$ cat src/rtl/rr_select_arbiter.sv
// Round-robin select/grant generator for a downstream N:1 mux; 1-cycle req->out_valid latency.
// Grant holds under out_ready=0 regardless of req changes; one grant per cycle at full throughput.
module rr_select_arbiter #(
    parameter int in_inputs = 16,
    localparam int log2ofin = (in_inputs > 1) ? $clog2(in_inputs) : 1
) (
    input  logic                 clk,
    input  logic                 rst_n,
    input  logic [in_inputs-1:0] req,
    input  logic                 out_ready,
    output logic [log2ofin-1:0]  sel,
    output logic [in_inputs-1:0] gnt,
    output logic                 out_valid,
    output logic [in_inputs-1:0] ack
);

    typedef enum logic {IDLE, BUSY} state_t;

    state_t                state, state_nxt;
    logic [log2ofin-1:0]   ptr, ptr_nxt, sel_nxt, base, winner;
    logic [in_inputs-1:0]  gnt_nxt, win_oh, hi_oh, lo_oh;
    logic [log2ofin-1:0]   hi_idx, lo_idx;
    logic                  hi_found, any_req;

    assign any_req   = |req;
    assign out_valid = (state == BUSY);
    assign ack       = (out_valid && out_ready) ? gnt : '0;

    // On a handshake the index being served becomes the new pointer, so search from it.
    assign base = (state == BUSY) ? sel : ptr;

    // Lowest requester strictly above base wins; otherwise wrap to the lowest requester overall.
    always_comb begin
        hi_idx   = '0;
        lo_idx   = '0;
        hi_oh    = '0;
        lo_oh    = '0;
        hi_found = 1'b0;
        for (int i = in_inputs - 1; i >= 0; i--) begin
            if (req[i]) begin
                lo_idx   = log2ofin'(i);
                lo_oh    = '0;
                lo_oh[i] = 1'b1;
                if (i > int'(base)) begin
                    hi_idx   = log2ofin'(i);
                    hi_oh    = '0;
                    hi_oh[i] = 1'b1;
                    hi_found = 1'b1;
                end
            end
        end
        winner = hi_found ? hi_idx : lo_idx;
        win_oh = hi_found ? hi_oh : lo_oh;
    end

    always_comb begin
        state_nxt = state;
        sel_nxt   = sel;
        gnt_nxt   = gnt;
        ptr_nxt   = ptr;
        case (state)
            IDLE: begin
                if (any_req) begin
                    sel_nxt   = winner;
                    gnt_nxt   = win_oh;
                    state_nxt = BUSY;
                end
            end
            BUSY: begin
                if (out_ready) begin
                    ptr_nxt = sel;
                    if (any_req) begin
                        sel_nxt = winner;
                        gnt_nxt = win_oh;
                    end else begin
                        gnt_nxt   = '0;
                        state_nxt = IDLE;
                    end
                end
            end
            default: state_nxt = IDLE;
        endcase
    end

    always_ff @(posedge clk or negedge rst_n) begin
        if (!rst_n) begin
            state <= IDLE;
            sel   <= '0;
            gnt   <= '0;
            ptr   <= log2ofin'(in_inputs - 1);
        end else begin
            state <= state_nxt;
            sel   <= sel_nxt;
            gnt   <= gnt_nxt;
            ptr   <= ptr_nxt;
        end
    end

endmodule

$ cat config.mk
export PLATFORM = sky130hd
export DESIGN_NAME = rr_select_arbiter
export DESIGN_NICKNAME = d
export VERILOG_FILES = /design/src/rtl/rr_select_arbiter.sv
export SDC_FILE = /design/constraint.sdc
export NUM_CORES = 1
export LEC_CHECK = 0
export ABC_AREA = 1
export CORE_MARGIN = 10
export CORE_UTILIZATION = 49
export CTS_BUF_LIST = sky130_fd_sc_hd__clkbuf_4 sky130_fd_sc_hd__clkbuf_8
export CTS_CLUSTER_DIAMETER = 120
export DETAILED_ROUTE_END_ITERATION = 6
export DONT_BUFFER_PORTS = 1
export GPL_TIMING_DRIVEN = 0
export HOLD_SLACK_MARGIN = 0.02
export SLEW_MARGIN = 20
export SYNTH_ARGS = -nofsm -noshare
export SYNTH_HDL_FRONTEND = slang
export SYNTH_SLANG_ARGS = --single-unit
$ cat constraint.sdc
create_clock -name clk -period 2.27 [get_ports clk]
set_input_delay 0.3405 -clock clk [delete_from_list [all_inputs] [get_ports clk]]
set_output_delay 0.3405 -clock clk [all_outputs]
set_load 0.02 [all_outputs]
### Word-level counts from Yosys, hierarchy flattened

Index checks and enable logic that the tools add are counted.

* divide/modulo/power cells: 0
* magnitude comparators: 15
* multiplexer cells: 136
* shift-type cells: 0
* $mul: 0
* bitwise gates (word level): 1
* $add $sub $neg: 0
* eq/ne operators: 2
* reduce and logical (&&, ||, !) cells: 4

Operators with widths (number)
* $mux 16: 51
* $mux 4: 50
* $gt 4x4->1 const A: 8
* $mux 1: 32
* $pmux 16 s2: 1
* $gt 3x4->1 const A: 4
* $reduce_or 16->1: 1
* $gt 2x4->1 const A: 2
* $pmux 4 s2: 1
* $gt 1x4->1 const A: 1
* $ne 2x2->1 const B: 2
* $reduce_and 2->1: 2
* $pmux 1 s2: 1
* $logic_and 1x1->1: 1
* $not 1->1: 1

* bits in latches: 0
* memories: 0
* register bits after elaboration: 25
* RAM bits: 0
* logic and storage cells: 162
* bits in read-only memories: 0

### Longest topological paths before layout

* depth in word-level cells: 36
* mapped depth: 19
* depth with buffers taken out: 19

### Least setup slack after synthesis

No wires, ideal clock.

* kind: register -> register
* start point: register state, in the netlist out_valid
* end point: register gnt[14]
* stages on the path, launching flop included: 16
* setup time: 0.074 ns
* clock period less this slack: 1.991 ns
* arrival: 1.917 ns
* path slack: 0.279 ns
* cells stage by stage: dfrtp_1 > buf_6 > nand2_2 > nand2_2 > nor2_4 > nand2_1 > nand2_1 > nand2_2 > nor2_4 > inv_2 > nor2_2 > nand2_2 > buf_6 > o31ai_2 > nand2_1 > o21ai_2

* word-level cells in the longest chain between the ends: 36
* elaborated cells between the ends (all ways): 83
* classes of those cells: order compare: 15; eq/ne: 2; mux: 64; bitwise: 1; reduce/logical: 1

Ends and longest elaborated chain
* start: declaration: RTL line 19 `state_t state, state_nxt;`
* start signal: assignment: RTL line 92 `state <= state_nxt;`
* $mux 4: RTL line 30 `assign base = (state == BUSY) ? sel : ptr;`
* $gt 4x4->1: RTL line 44 `if (i > int'(base)) begin`
* $mux 1: RTL line 44
* $mux 1: RTL line 40 `if (req[i]) begin`
* $mux 1: RTL line 44
* $mux 1: RTL line 40
* $mux 1: RTL line 44
* $mux 1: RTL line 40
* (+20 left out)
* $mux 1: RTL line 44
* $mux 1: RTL line 40
* $mux 1: RTL line 44
* $mux 1: RTL line 40
* $mux 16: RTL line 53 `win_oh = hi_found ? hi_oh : lo_oh;`
* $mux 16: RTL line 72 `if (any_req) begin`
* $mux 16: RTL line 70 `if (out_ready) begin`
* $pmux 16 s2: RTL line 61 `case (state)`
* end signal: assignment: RTL line 94 `gnt <= gnt_nxt;`
* end: declaration: RTL line 12 `output logic [in_inputs-1:0] gnt,`

Parallel ways exist; a longest one is shown, timed or not. The select of a mux whose other input is x is not followed.
A chain may end at the register's enable or synchronous reset.

### Worst setup path after layout

* start point: register state, in the netlist out_valid
* end point: register gnt[5]

Same word-level chain as after synthesis.

==> summary by stage <==
Route
The post-route antenna net violation count is 0. The number of DRC markers after the initial detailed-route iteration is 240. After detailed routing, the number of vias per cell comes to 5.62. For this block, the via count after detailed routing is 2,376. The mean routed wirelength per cell is 17.6 um. The count of unresolved DRC violations after routing is 0. The detailed-route wire length is 7460 um.

The total iterations of the first detailed-routing run is 5.

Worst setup path
Walking the worst path, the cells encountered are buf_8 -> nand2_4 -> nand2_4 -> nor2_4 -> inv_1 -> nand2_2 -> nand2_2 -> and2_4 -> nand3_4 -> inv_4 -> nand2_4 -> nor2_4 -> buf_6 -> nor3_4 -> nand2_1 -> o21ai_1 -> nand2_1 -> nand2_1. The cell family contributing the most delay on the critical path is simple AND/OR/NAND/NOR gates. The setup check on the worst reg-to-reg path leaves a slack of -30 ps. In this run the worst path has a maximum fanout of 5.

The startpoint type of the worst setup path is a flop. STA classifies the critical path endpoint as a flop. The number of buffers and inverters on the critical path is 4.

The total number of cells along the worst setup path is 18. In this design, the stage delay of the slowest critical-path cell is 520 ps. Data arrives at the worst endpoint at 2520 ps. For the worst setup path, the data required time is 2490 ps.

For this design, the slowest cell found on the critical path is sky130_fd_sc_hd__dfrtp_2. The worst register-to-register path has a depth of 18. The path type of the worst setup path is flop to flop.

Synth
The count of distinct cell types in the synthesized netlist is 38. The library cell with the largest summed area after synthesis is sky130_fd_sc_hd__dfrtp_1. Yosys printed 0 warnings. The sequential fraction of the synthesis area is 28.1%. By instance count, the leading cell after synthesis is sky130_fd_sc_hd__nand2_1. The number of nets in the synthesized netlist is 359. Counting flops with a built-in enable in the synthesized netlist gives 0.

The synthesized design contains 25 register bits. The fraction of registers with async set/reset is 100%. The commonest cells after synthesis are 74 x sky130_fd_sc_hd__nand2_1, 55 x sky130_fd_sc_hd__inv_1, 39 x sky130_fd_sc_hd__nor2_1. After technology mapping, the gate count stands at 340. The mean instance size in the synthesized netlist is 6.59 sq um. The synthesized netlist occupies a cell area of 2240 sq um.

In the post-synthesis netlist, the biggest area contributors are sky130_fd_sc_hd__dfrtp_1 23%, sky130_fd_sc_hd__nand2_1 12%, sky130_fd_sc_hd__inv_1 9.2%. Of the post-synthesis cell area, the dominant cell type holds 23.5%. For this run, the leading register cell type out of synthesis is sky130_fd_sc_hd__dfrtp_1.

Cells and area
The post-synthesis to final-layout area growth is 31.8%. The register area is 634 sq um. Summing all multi-input logic gate instances after layout gives 1640 sq um. The fraction of layout cells with a size suffix above 1 is 41.8%. The fraction of the core area covered by cells at the end of the flow is 67.4%. The count of fill cells added during filler insertion is 372. The number of antenna diodes is 0. The net total in the final layout is 391.

Floorplan
The floorplan step defined a die boundary enclosing 7680 sq um. The height of the die is 87.6 um. The floorplan step defined a core boundary enclosing 4380 sq um. In this run the core area contains 24 standard-cell rows. The effective utilization at floorplan is 51.1%. The horizontal die dimension is 87.6 um. For this design the top-level I/O count stands at 56.

Clock tree
The maximum buffer depth of the clock tree is 2. In this run, CTS created clock tree buffers numbering 3. The count of clock tree sinks is 25.

The root buffer cell chosen for the clock tree is sky130_fd_sc_hd__clkbuf_8. The register clock-pin slew on the reported worst setup and hold paths is 90 ps. The H-tree level count is 1.

Clock latency on the worst-skew pair, taken at its later pin, is 280 ps. The TritonCTS clock tree is yes.

GRT
Summed over all layers, the global routing overflow is 0. The via count of the first global-routing pass is 2,148. The global-route wire length before repair is 11,000 um.

Entering global routing, the biggest net connects 26 pins. The number of antenna violations at the first check in global routing is 0. The aggregate global-route resource usage is 17.7%.

Placed design
The estimated wirelength of the detail-placed design is 5460 um. The pre-CTS setup slack is -139 ps. The final weighted congestion in routability-driven placement is 0.944. During placement, the flow inserted port buffers numbering 0.

Min path
Along the worst hold path, the cell count comes to 1. The path class of the tightest hold or removal check is input port to flop.

STA
The number of pins with negative max-slew slack in the final report is 0. The worst slew slack as a fraction of its limit is 78.2%. The maximum frequency from static timing analysis is 0.435 GHz. After layout, the minimum clock period comes to 2300 ps. Setup violations remaining at the end of the flow were counted as 4. The slew at the pin with the worst max-slew slack is 327 ps. Clock skew on the completed layout was measured at 6.40 ps. The final-report hold violation count is 0.

The final cycle utilization of the critical path is 101%. After routing, the total negative slack on setup checks comes to -65.1 ps. Across all setup checks in the final design, the least slack found is -30.9 ps. Setup repair after global routing could not meet its margin everywhere.

Power and ir drop
The reported leakage power is 1.35 nW. The maximum vdd ir drop is 0.575 mV. The power per cell area is 964 nW/um^2.

Job
The count of max-cap constraint violations is 0.

Status
The run finished, with violations left. The checks that failed: negative setup slack.
cell families after synthesis:
group / Yosys count / synth area share [%]
flip-flops: 25 / 28.1
AO/OA/AOI/OAI: 56 / 16.5
AND/OR/NAND/NOR: 191 / 42.8
buffers and inverters: 68 / 12.6
cell type report:
cell class / instances / area share (%)
Inverter: 61 / 7.92
Buffer: 7 / 2.16
Multi-Input combinational cell: 247 / 55.7
Clock buffer: 4 / 1.65
Tap cell: 52 / 2.20
Timing Repair Buffer: 27 / 8.94
Sequential cell: 25 / 21.5
sequential cells by signal (all words and copies together) (netlist names):
| signal | count |
|---|---|
| ptr | 4 |
| out_valid | 1 |
| sel | 4 |
| gnt | 16 |
where the power goes:
group	switching, W	internal, W	leakage, nW
logic	0.00112	0.000652	1.01
registers	0.000211	0.000575	0.314
clock network	0.000156	0.000138	0.0262
total	0.00148	0.00136	1.35
worst paths after layout:
path                                            end                 from
worst max-delay path             gnt[5]$_DFFE_PN0P_  out_valid$_DFF_PN0_
worst max register to register   gnt[5]$_DFFE_PN0P_  out_valid$_DFF_PN0_
worst min-delay path            out_valid$_DFF_PN0_            out_ready
max in group asynchronous        ptr[2]$_DFFE_PN1P_                rst_n
min in group asynchronous       gnt[11]$_DFFE_PN0P_                rst_n
worst min register to register   ptr[0]$_DFFE_PN1P_   ptr[0]$_DFFE_PN1P_
per-layer routing:
| metal | vias up | part of all wire (%) | track usage (%) |
|---|---|---|---|
| li1 | 1138 | - | - |
| met2 | 127 | 50 | 29.4 |
| met4 | 0 | 2.0 | 4.35 |
| met5 | - | 0 | 0 |
| met3 | 19 | 10 | 4.46 |
| met1 | 1092 | 38 | 22.3 |
layout by cell type, fill, tap and decap left out, types with 3 or more instances in the layout:
| cell | instances |
|---|---|
| sky130_fd_sc_hd__buf_4 | 21 |
| sky130_fd_sc_hd__dfrtp_2 | 3 |
| sky130_fd_sc_hd__nand2_2 | 18 |
| sky130_fd_sc_hd__inv_1 | 54 |
| sky130_fd_sc_hd__nor3_4 | 3 |
| sky130_fd_sc_hd__o21ai_4 | 3 |
| sky130_fd_sc_hd__nor3_1 | 6 |
| sky130_fd_sc_hd__o21ai_0 | 14 |
| sky130_fd_sc_hd__buf_6 | 4 |
| sky130_fd_sc_hd__o21ai_1 | 12 |
| sky130_fd_sc_hd__a21oi_2 | 4 |
| sky130_fd_sc_hd__dfstp_2 | 4 |
| sky130_fd_sc_hd__clkbuf_8 | 3 |
| sky130_fd_sc_hd__nand3_2 | 6 |
| sky130_fd_sc_hd__nand2_4 | 15 |
| sky130_fd_sc_hd__o21ai_2 | 7 |
| sky130_fd_sc_hd__inv_2 | 5 |
| sky130_fd_sc_hd__nor2_2 | 23 |
| sky130_fd_sc_hd__nand4_1 | 3 |
| sky130_fd_sc_hd__dfrtp_1 | 18 |
| sky130_fd_sc_hd__nand3_4 | 3 |
| sky130_fd_sc_hd__nand2_1 | 65 |
| sky130_fd_sc_hd__nor2_1 | 19 |
| sky130_fd_sc_hd__a21oi_1 | 4 |
| sky130_fd_sc_hd__nor2_4 | 11 |
| sky130_fd_sc_hd__nand3_1 | 14 |
per-stage QoR:
step	area, sq um	hold WS, ps	instances	total power [W]
3_5_place_dp	2310	46.0	392	0.00202
6_report	2950	160	423	0.00285
3_3_place_gp	2310	45.7	392	0.00202
5_1_grt	2950	156	423	0.00304
4_1_cts	2450	160	399	0.00240
2_1_floorplan	2240	44.9	340	0.00176
repair_timing:
action | CTS | global route
endpoints found under the setup margin | 21 | 33
setup buffers | 1 | 22
pin swaps | 2 | 21
hold buffers | 2 | 0
gates cloned | 0 | 2
resized for setup | 12 | 81
hold endpoints to repair | 25 | 0
No activity file was read; power rests on OpenSTA's default activity.
